==> src/rtl/hazard_pkg.sv <==
// Shared types for the hazard/scoreboard unit: forwarding selects and
// multi-cycle tracker states.
package hazard_pkg;

   localparam int LAT_W_DEF = 6;

   typedef enum logic [1:0] {
      FWD_RF  = 2'b00,
      FWD_WB  = 2'b01,
      FWD_MEM = 2'b10
   } fwd_sel_e;

   typedef enum logic [1:0] {
      IDLE = 2'b00,
      BUSY = 2'b01,
      DONE = 2'b10
   } mc_state_e;

endpackage

==> src/rtl/mc_tracker.sv <==
// One-entry scoreboard for an in-flight multi-cycle (MUL/DIV) op: counts the
// latency down and flags the single write-back cycle.
module mc_tracker
   import hazard_pkg::*;
#(
   parameter int REG_AW = 5,
   parameter int LAT_W  = LAT_W_DEF
) (
   input  logic              clk,
   input  logic              rst_n,
   input  logic              mc_startE,
   input  logic [LAT_W-1:0]  mc_lat,
   input  logic [REG_AW-1:0] RDE,
   input  logic              mc_abort,
   output mc_state_e         state,
   output logic              mc_busy,
   output logic              mc_doneW,
   output logic [REG_AW-1:0] mc_rd
);

   logic [LAT_W-1:0] cnt;

   // A start is only honoured from IDLE; abort wins over everything else.
   always_ff @(posedge clk) begin
      if (!rst_n) begin
         state <= IDLE;
         cnt   <= '0;
         mc_rd <= '0;
      end else if (mc_abort) begin
         state <= IDLE;
         cnt   <= '0;
         mc_rd <= '0;
      end else begin
         case (state)
            IDLE: begin
               if (mc_startE) begin
                  mc_rd <= RDE;
                  if (mc_lat > LAT_W'(1)) begin
                     state <= BUSY;
                     cnt   <= mc_lat - LAT_W'(1);
                  end else begin
                     state <= DONE;
                     cnt   <= '0;
                  end
               end
            end
            BUSY: begin
               // <= keeps the counter from ever wrapping below zero
               if (cnt <= LAT_W'(1)) begin
                  state <= DONE;
                  cnt   <= '0;
               end else begin
                  cnt <= cnt - LAT_W'(1);
               end
            end
            DONE:    state <= IDLE;
            default: state <= IDLE;
         endcase
      end
   end

   assign mc_busy  = (state != IDLE);
   // A trap arriving in the DONE cycle must still block the RF write.
   assign mc_doneW = (state == DONE) && !mc_abort;

endmodule

==> src/rtl/hazard_scoreboard_unit.sv <==
// Pipeline hazard unit: M/W forwarding, multi-cycle load-use stall, MUL/DIV
// scoreboard stalls and per-stage stall/flush control.
module hazard_scoreboard_unit
   import hazard_pkg::*;
#(
   parameter int REG_AW     = 5,
   parameter int LAT_W      = LAT_W_DEF,
   parameter int LOAD_STALL = 1
) (
   input  logic              clk,
   input  logic              rst_n,
   input  logic [REG_AW-1:0] RS1D,
   input  logic [REG_AW-1:0] RS2D,
   input  logic [REG_AW-1:0] RDD,
   input  logic              mc_opD,
   input  logic [REG_AW-1:0] RS1E,
   input  logic [REG_AW-1:0] RS2E,
   input  logic [REG_AW-1:0] RDE,
   input  logic              rd_enE,
   input  logic              mc_startE,
   input  logic [LAT_W-1:0]  mc_lat,
   input  logic [REG_AW-1:0] RDM,
   input  logic [REG_AW-1:0] RDW,
   input  logic              w_enM,
   input  logic              w_enW,
   input  logic              PC_Mux,
   input  logic              mc_abort,
   output logic [1:0]        Forward_A,
   output logic [1:0]        Forward_B,
   output logic              StallF,
   output logic              StallD,
   output logic              FlushD,
   output logic              FlushE,
   output logic              mc_busy,
   output logic              mc_doneW,
   output logic [REG_AW-1:0] mc_rd
);

   localparam logic [1:0] LU_INIT = 2'(LOAD_STALL - 1);

   mc_state_e         mc_state;
   logic              busy_i;
   logic              done_i;
   logic [REG_AW-1:0] rd_i;
   logic [1:0]        lu_cnt;
   fwd_sel_e          fwd_a;
   fwd_sel_e          fwd_b;
   logic              lu_hazard;
   logic              lu_hold;
   logic              sb_hit;
   logic              struct_hit;
   logic              stall_any;

   mc_tracker #(
      .REG_AW (REG_AW),
      .LAT_W  (LAT_W)
   ) u_mc_tracker (
      .clk       (clk),
      .rst_n     (rst_n),
      .mc_startE (mc_startE),
      .mc_lat    (mc_lat),
      .RDE       (RDE),
      .mc_abort  (mc_abort),
      .state     (mc_state),
      .mc_busy   (busy_i),
      .mc_doneW  (done_i),
      .mc_rd     (rd_i)
   );

   // M is the younger producer, so it beats W; x0 is hardwired and never forwards.
   always_comb begin
      fwd_a = FWD_RF;
      fwd_b = FWD_RF;
      if (RS1E != '0 && w_enM && RDM == RS1E)      fwd_a = FWD_MEM;
      else if (RS1E != '0 && w_enW && RDW == RS1E) fwd_a = FWD_WB;
      if (RS2E != '0 && w_enM && RDM == RS2E)      fwd_b = FWD_MEM;
      else if (RS2E != '0 && w_enW && RDW == RS2E) fwd_b = FWD_WB;
   end

   assign lu_hazard  = rd_enE && (RDE != '0) && (RS1D == RDE || RS2D == RDE);
   assign lu_hold    = (lu_cnt != 2'd0);
   assign sb_hit     = (mc_state == BUSY || mc_state == DONE) && (rd_i != '0) &&
                       (RS1D == rd_i || RS2D == rd_i || RDD == rd_i);
   assign struct_hit = mc_opD && (mc_state != IDLE);
   assign stall_any  = lu_hazard || lu_hold || sb_hit || struct_hit;

   // Extra load-use bubbles beyond the first; a redirect squashes them.
   always_ff @(posedge clk) begin
      if (!rst_n)         lu_cnt <= 2'd0;
      else if (PC_Mux)    lu_cnt <= 2'd0;
      else if (lu_hazard) lu_cnt <= LU_INIT;
      else if (lu_hold)   lu_cnt <= lu_cnt - 2'd1;
   end

   assign Forward_A = rst_n ? fwd_a : FWD_RF;
   assign Forward_B = rst_n ? fwd_b : FWD_RF;
   assign StallF    = rst_n && stall_any && !PC_Mux;
   assign StallD    = rst_n && stall_any && !PC_Mux;
   assign FlushD    = rst_n && PC_Mux;
   assign FlushE    = rst_n && (stall_any || PC_Mux);
   assign mc_busy   = rst_n && busy_i;
   assign mc_doneW  = rst_n && done_i;
   assign mc_rd     = rst_n ? rd_i : '0;

endmodule

==> config.mk <==
export PLATFORM = sky130hd
export DESIGN_NAME = hazard_scoreboard_unit
export DESIGN_NICKNAME = d
export VERILOG_FILES = /design/src/rtl/hazard_pkg.sv /design/src/rtl/mc_tracker.sv /design/src/rtl/hazard_scoreboard_unit.sv
export SDC_FILE = /design/constraint.sdc
export NUM_CORES = 1
export LEC_CHECK = 0
export ABC_CLOCK_PERIOD_IN_PS = 3200
export BUFFER_PORTS_ARGS = -buffer_cell sky130_fd_sc_hd__buf_2
export CORE_ASPECT_RATIO = 1.75
export CORE_MARGIN = 2
export CORE_UTILIZATION = 52
export CTS_CLUSTER_DIAMETER = 60
export DETAILED_ROUTE_END_ITERATION = 10
export PLACE_DENSITY = 0.94
export SYNTH_ARGS = -nofsm -noshare
export SYNTH_HDL_FRONTEND = slang
export SYNTH_HIERARCHICAL = 1
export SYNTH_SLANG_ARGS = --single-unit
export TNS_END_PERCENT = 5
==> constraint.sdc <==
create_clock -name clk -period 3.2 [get_ports clk]
set_input_delay 0.32 -clock clk [delete_from_list [all_inputs] [get_ports clk]]
set_output_delay 0.32 -clock clk [all_outputs]
set_load 0.005 [all_outputs]
==> impl_metrics.ini, run 1 <==
[run_status]
status = finished, final reports clean

[grt]
grt_usage_pct = 25.01
grt_max_degree = 16
grt_antenna_before_repair = 0
grt_pass1_vias = 1667
grt_pass1_wl_microns = 6906
globalRouteOverflowTotal = 0

[run]
maxCapViolCount = 0

[drt]
viasPerCell = 5.879
num_vias = 1752
wirelength_microns = 4344
drtIter0Drc = 32
postRouteAntennaNets = 0
dr.pass1.iters = 4
routedWlPerCell_microns = 14.58
drcViolationCount = 0

[floorplan]
die-area_sq_um = 3573
fp.dieH_microns = 77.59
placementRows = 26
initial_core_util_pct = 54.96
die_x_microns = 46.05
io_pins = 70
coreArea_sq_um = 2928

[yosys]
ys_types = 46
ys_seq_area_share_pct = 18.66
syn-num-nets = 263
synthCells = 202
synth_edf_count = 0
yosysWarnings = 6
synth_ff_type = dfxtp_1
ys_ff_latch = 15
syn-cell-area_sq_um = 1609
syn_avg_cell_area_sq_um = 7.966
ys_async_sr_fraction_pct = 0

[cells_and_area]
syn_to_final_growth_pct = 24.96
nNetsFinal = 332
instances_no_fill = 298
final_util_pct = 68.68
fillers = 244
final_cell_mix = buf_2 (69), xnor2_1 (43), dfxtp_1 (15)
num_antenna_cells = 0
seqCellArea_sq_um = 300.3
drive_gt1_share_pct = 30.00
multi_input_area_sq_um = 1235
final_common_cell = buf_2

[setup_path]
crit_end = StallF
rr_worst_depth = 4
startpoint_type = register
timing.rr.start = u_mc_tracker/state[0]
startpoint = u_mc_tracker/mc_rd[3]
crit_path_max_fanout = 6
worstPathRequired_ps = 2880
cp.arrival_ps = 1730
end_kind = primary output
crit_type = reg -> out
rrSetupSlack_ps = 1420
rr_endpoint = u_mc_tracker/cnt[1]

[clocking]
htreeDepth = 1
post_cts_buffers = 0
clockBufferDepth = 2
cts-buffers-inserted = 3
clk_root_buffer_cell = clkbuf_8
clk_transition_reported_paths_ps = 70
hold_buffers = 0
clock_latency_ps = 250
cts_resized = 0
cts_num_sinks = 15
cts_tree = done

[timing]
worst_pin_slew_ps = 719.0
fin_worst_skew_ps = 4.630
finalCritPeriodShare_pct = 64.19
finalSetupViolCount = 0
max_slew_margin_pct = 51.97
max_freq_ghz = 0.4869
final_hold_viol_count = 0
slew_violations = 0
rsz0062_at_grt = no
setup-tns-final_ps = 0
post-route-min-period_ps = 2054

[place]
dp_hpwl_microns = 3640
place_inst = 294
gp_congestion = 0.9007
io_buffers = 69

[pwr]
p_leak_nw = 0.8422
peakVddDrop_uv = 341.6
power.density_nw_per_um2 = 282.2

[worst_hold_path]
holdCritStartpoint = RDE[1]
hold_depth = 3
hp-class = in -> reg
-- final cells by class --
| cell class | count | area share (%) |
|---|---|---|
| multi-input cells | 169 | 61.42 |
| repair buffers | 69 | 17.17 |
| flip-flops and latches | 15 | 14.93 |
| inverters | 13 | 2.427 |
| clock buffers | 3 | 2.054 |
| well taps | 28 | 1.742 |
| clock inverters | 1 | 0.2489 |
-- cells by family (layout without fill, tap and decap cells) --
family	Yosys count	after routing	share of synthesized area (%)
multiplexers	5	5	3.111
AND/OR/NAND/NOR	75	75	26.36
XOR/XNOR	50	50	27.22
buffers and inverters	18	86	4.588
AO/OA/AOI/OAI	33	33	15.40
adder cells (fa/ha/maj)	6	6	4.666
flip-flops	15	15	18.66
-- flip-flops by register name, summed over array words and instances (netlist names) --
register            cells
u_mc_tracker/mc_rd      5
u_mc_tracker/state      2
u_mc_tracker/cnt        6
lu_cnt                  2
-- layer usage --
| layer | up-vias | GRT usage [%] | part of all wire (%) |
|---|---|---|---|
| met5 | - | 0 | 0 |
| met4 | 0 | 13.43 | 3.0 |
| met3 | 14 | 4.186 | 6.4 |
| met2 | 71 | 45.69 | 56 |
| met1 | 811 | 24.29 | 34 |
| li1 | 856 | - | - |
-- stage by stage --
| stage | hold slack, ps | power (W) | instance area, sq um | setup slack (ps) |
|---|---|---|---|---|
| 2_1_floorplan | 467.2 | 0.0003320 | 1609 | 1448 |
| 3_3_place_gp | 500.7 | 0.0004038 | 1964 | 1312 |
| 5_1_grt | 414.7 | 0.0005977 | 2011 | 1047 |
| 4_1_cts | 383.5 | 0.0005680 | 2011 | 1147 |
| 6_report | 383.6 | 0.0005673 | 2011 | 1146 |
| 3_5_place_dp | 510.8 | 0.0004101 | 1964 | 1288 |
-- report_power, final --
| part | leakage, nW | switching (W) | internal, W | total, W |
|---|---|---|---|---|
| clock | 0.0255 | 0.0000724 | 0.0000863 | 0.000159 |
| sequential | 0.122 | 0.0000122 | 0.000194 | 0.000206 |
| combinational | 0.695 | 0.0000998 | 0.000103 | 0.000203 |
-- worst min-delay path by stage --
stage | end
after detailed placement | lu_cnt[1]
after floorplan | u_mc_tracker/mc_rd[0]
final | u_mc_tracker/mc_rd[1]
after global placement | lu_cnt[1]
after CTS | u_mc_tracker/mc_rd[1]
after global routing | u_mc_tracker/mc_rd[4]
-- synth_stat cells (3+ instances only) --
master	count	share of area, %
xnor2_1	43	23
dfxtp_1	15	19
inv_1	13	3.0
nor2_1	12	2.8
and2_1	10	3.9
nor3_1	9	2.8
nand2_1	7	1.6
nand3_1	7	2.2
xor2_1	7	3.8
a21oi_1	6	1.9
ha_1	6	4.7
nor4_1	6	2.3
mux2i_1	5	3.1
or4_1	5	2.3
nand4_1	4	1.6
nor3b_1	3	1.4
o21ai_0	3	0.93
o221ai_1	3	1.6
-- critical path, stage by stage, from the launching register on --
cell	delay, ps
dfxtp_1	490
xnor2_1	160
nand3_1	90
o22ai_1	240
o221ai_1	190
a21oi_1	180
buf_2	140
No activity file was read; power rests on OpenSTA's default activity.
==> run 2: changes to the inputs <==
--- a/config.mk
+++ b/config.mk
@@ -5,14 +5,14 @@
 export SDC_FILE = /design/constraint.sdc
 export NUM_CORES = 1
 export LEC_CHECK = 0
-export ABC_CLOCK_PERIOD_IN_PS = 3200
+export ABC_CLOCK_PERIOD_IN_PS = 1800
 export BUFFER_PORTS_ARGS = -buffer_cell sky130_fd_sc_hd__buf_2
 export CORE_ASPECT_RATIO = 1.75
 export CORE_MARGIN = 2
-export CORE_UTILIZATION = 52
+export CORE_UTILIZATION = 43
 export CTS_CLUSTER_DIAMETER = 60
 export DETAILED_ROUTE_END_ITERATION = 10
-export PLACE_DENSITY = 0.94
+export PLACE_DENSITY = 0.83
 export SYNTH_ARGS = -nofsm -noshare
 export SYNTH_HDL_FRONTEND = slang
 export SYNTH_HIERARCHICAL = 1
==> constraint.sdc (replaced) <==
create_clock -name clk -period 1.8 [get_ports clk]
set_input_delay 0.18 -clock clk [delete_from_list [all_inputs] [get_ports clk]]
set_output_delay 0.18 -clock clk [all_outputs]
set_load 0.005 [all_outputs]
==> run 2 against run 1 <==
  * Total power rose by 77%
  * Clock power rose by 64%
  * Worst setup slack got worse by 1100 ps
  * Count of clock-buffer cells in the layout did not move
  * First-iteration DRC count fell by 34%
  * Combinational power rose by 89%
  * Cell count rose by 8.4%
==> impl_metrics.ini, run 2 (synthesized netlist as in run 1, its figures left out) <==
[floorplan]
initial_core_util_pct = 44.79
fp.dieH_microns = 84.92
coreArea_sq_um = 3592
die-area_sq_um = 4266
die_x_microns = 50.24
io_pins = 70
placementRows = 29

[worst_hold_path]
hp-class = in -> reg

[timing]
finalSetupViolCount = 0
slew_violations = 0
rsz0062_at_grt = yes
max_slew_margin_pct = 70.88
setup_slack_ps = 16.45
finalCritPeriodShare_pct = 99.09
worst_pin_slew_ps = 436.4
post-route-min-period_ps = 1784
max_freq_ghz = 0.5607
fin_worst_skew_ps = 4.011
final_hold_viol_count = 0

[setup_path]
startpoint_type = register
worstPathRequired_ps = 1620
cp.arrival_ps = 1600
crit_type = reg -> out
end_kind = primary output
crit_path_max_fanout = 6

[grt]
grt_pass1_vias = 1710
grt_usage_pct = 20.44
globalRouteOverflowTotal = 0
grt_max_degree = 16
grt_pass1_wl_microns = 7100
grt_antenna_before_repair = 0

[place]
io_buffers = 69
gp_congestion = 0.8435
dp_hpwl_microns = 3569
pre_cts_ws_ps = 134.0

[drt]
dr.pass1.iters = 4
viasPerCell = 5.418
postRouteAntennaNets = 0
routedWlPerCell_microns = 13.78
wirelength_microns = 4452
drtIter0Drc = 21
num_vias = 1750
drcViolationCount = 0

[clocking]
htreeDepth = 1
cts_tree = done
cts-buffers-inserted = 3
cts_num_sinks = 15
clockBufferDepth = 2
hold_buffers = 0
clk_transition_reported_paths_ps = 60
clk_root_buffer_cell = clkbuf_8
clock_latency_ps = 240

[pwr]
power.density_nw_per_um2 = 471.9
peakVddDrop_uv = 379.3
finalPower_w = 0.001005
p_leak_nw = 0.8883

[cells_and_area]
nNetsFinal = 339
drive_gt1_share_pct = 35.38
largest_register_ffs = 6
num_antenna_cells = 0
final_common_cell = buf_2
syn_to_final_growth_pct = 32.35
largest_register = u_mc_tracker/cnt
top_regs = u_mc_tracker/cnt x6, u_mc_tracker/mc_rd x5
fillers = 323
final_cell_mix = buf_2 (69), xnor2_1 (42), inv_1 (13)

[run]
maxCapViolCount = 0

[run_status]
status = finished, final reports clean
## run 2: final timing paths
kind | startpoint | end | slack, ps | depth (start not counted)
worst max-delay path | u_mc_tracker/mc_rd[3] | FlushE | 20 | 4
worst min-delay path | RDE[3] | u_mc_tracker/mc_rd[3] | 250 | 3
worst max register to register | u_mc_tracker/cnt[5] | u_mc_tracker/cnt[3] | 150 | 4
worst min register to register | lu_cnt[0] | lu_cnt[0] | 540 | 2
## run 2: layout make-up
cell class	instances	area (sq um)	area share, %
sequential	15	312.8	14.69
inverter	13	48.80	2.291
clock buffer	3	41.29	1.939
tap	46	57.56	2.703
multi-input combinational	169	1266	59.46
timing repair buffer	76	397.9	18.68
clock inverter	1	5.005	0.2350
## run 2: what timing repair did
item / 4_1_cts / 5_1_grt
pin swaps: 1 / 2
endpoints found under the hold margin: 0 / 0
endpoints found under the setup margin: 3 / 4
buffers inserted: 0 / 0
gates resized for setup: 6 / 7
## run 2: power breakdown
part | leakage (nW) | internal [W] | switching, W | total (W)
clock network | 0.0255 | 0.000153 | 0.000108 | 0.000261
registers | 0.125 | 0.000342 | 0.0000186 | 0.000361
logic | 0.738 | 0.000195 | 0.000188 | 0.000383
total | 0.888 | 0.000690 | 0.000315 | 0.00100
## run 2: worst max-delay path, cell delays in order (launching register included)
cell and delay, ps:
dfxtp_4 380, or4_1 540, o221ai_2 200, a31oi_1 110, buf_2 140
## run 2: stage by stage
stage	TNS, ps	cells	hold WS, ps	cell area (sq um)	utilization, %
2_1_floorplan	0	202	327.2	1609	-
3_3_place_gp	0	319	494.9	2039	56.77
3_5_place_dp	0	319	499.0	2039	56.77
4_1_cts	0	323	245.6	2103	58.55
5_1_grt	-68.81	323	266.1	2130	59.28
6_report	0	323	245.0	2130	59.28
## run 2: metal layers
layer  global-route usage, %  wire length, microns  vias up
li1                        -                     -      869
met1                   20.31                  1646      824
met2                   40.67                  2515       44
met3                   1.408                   151       13
met4                   9.343                   139        0
met5                       0                     0        -
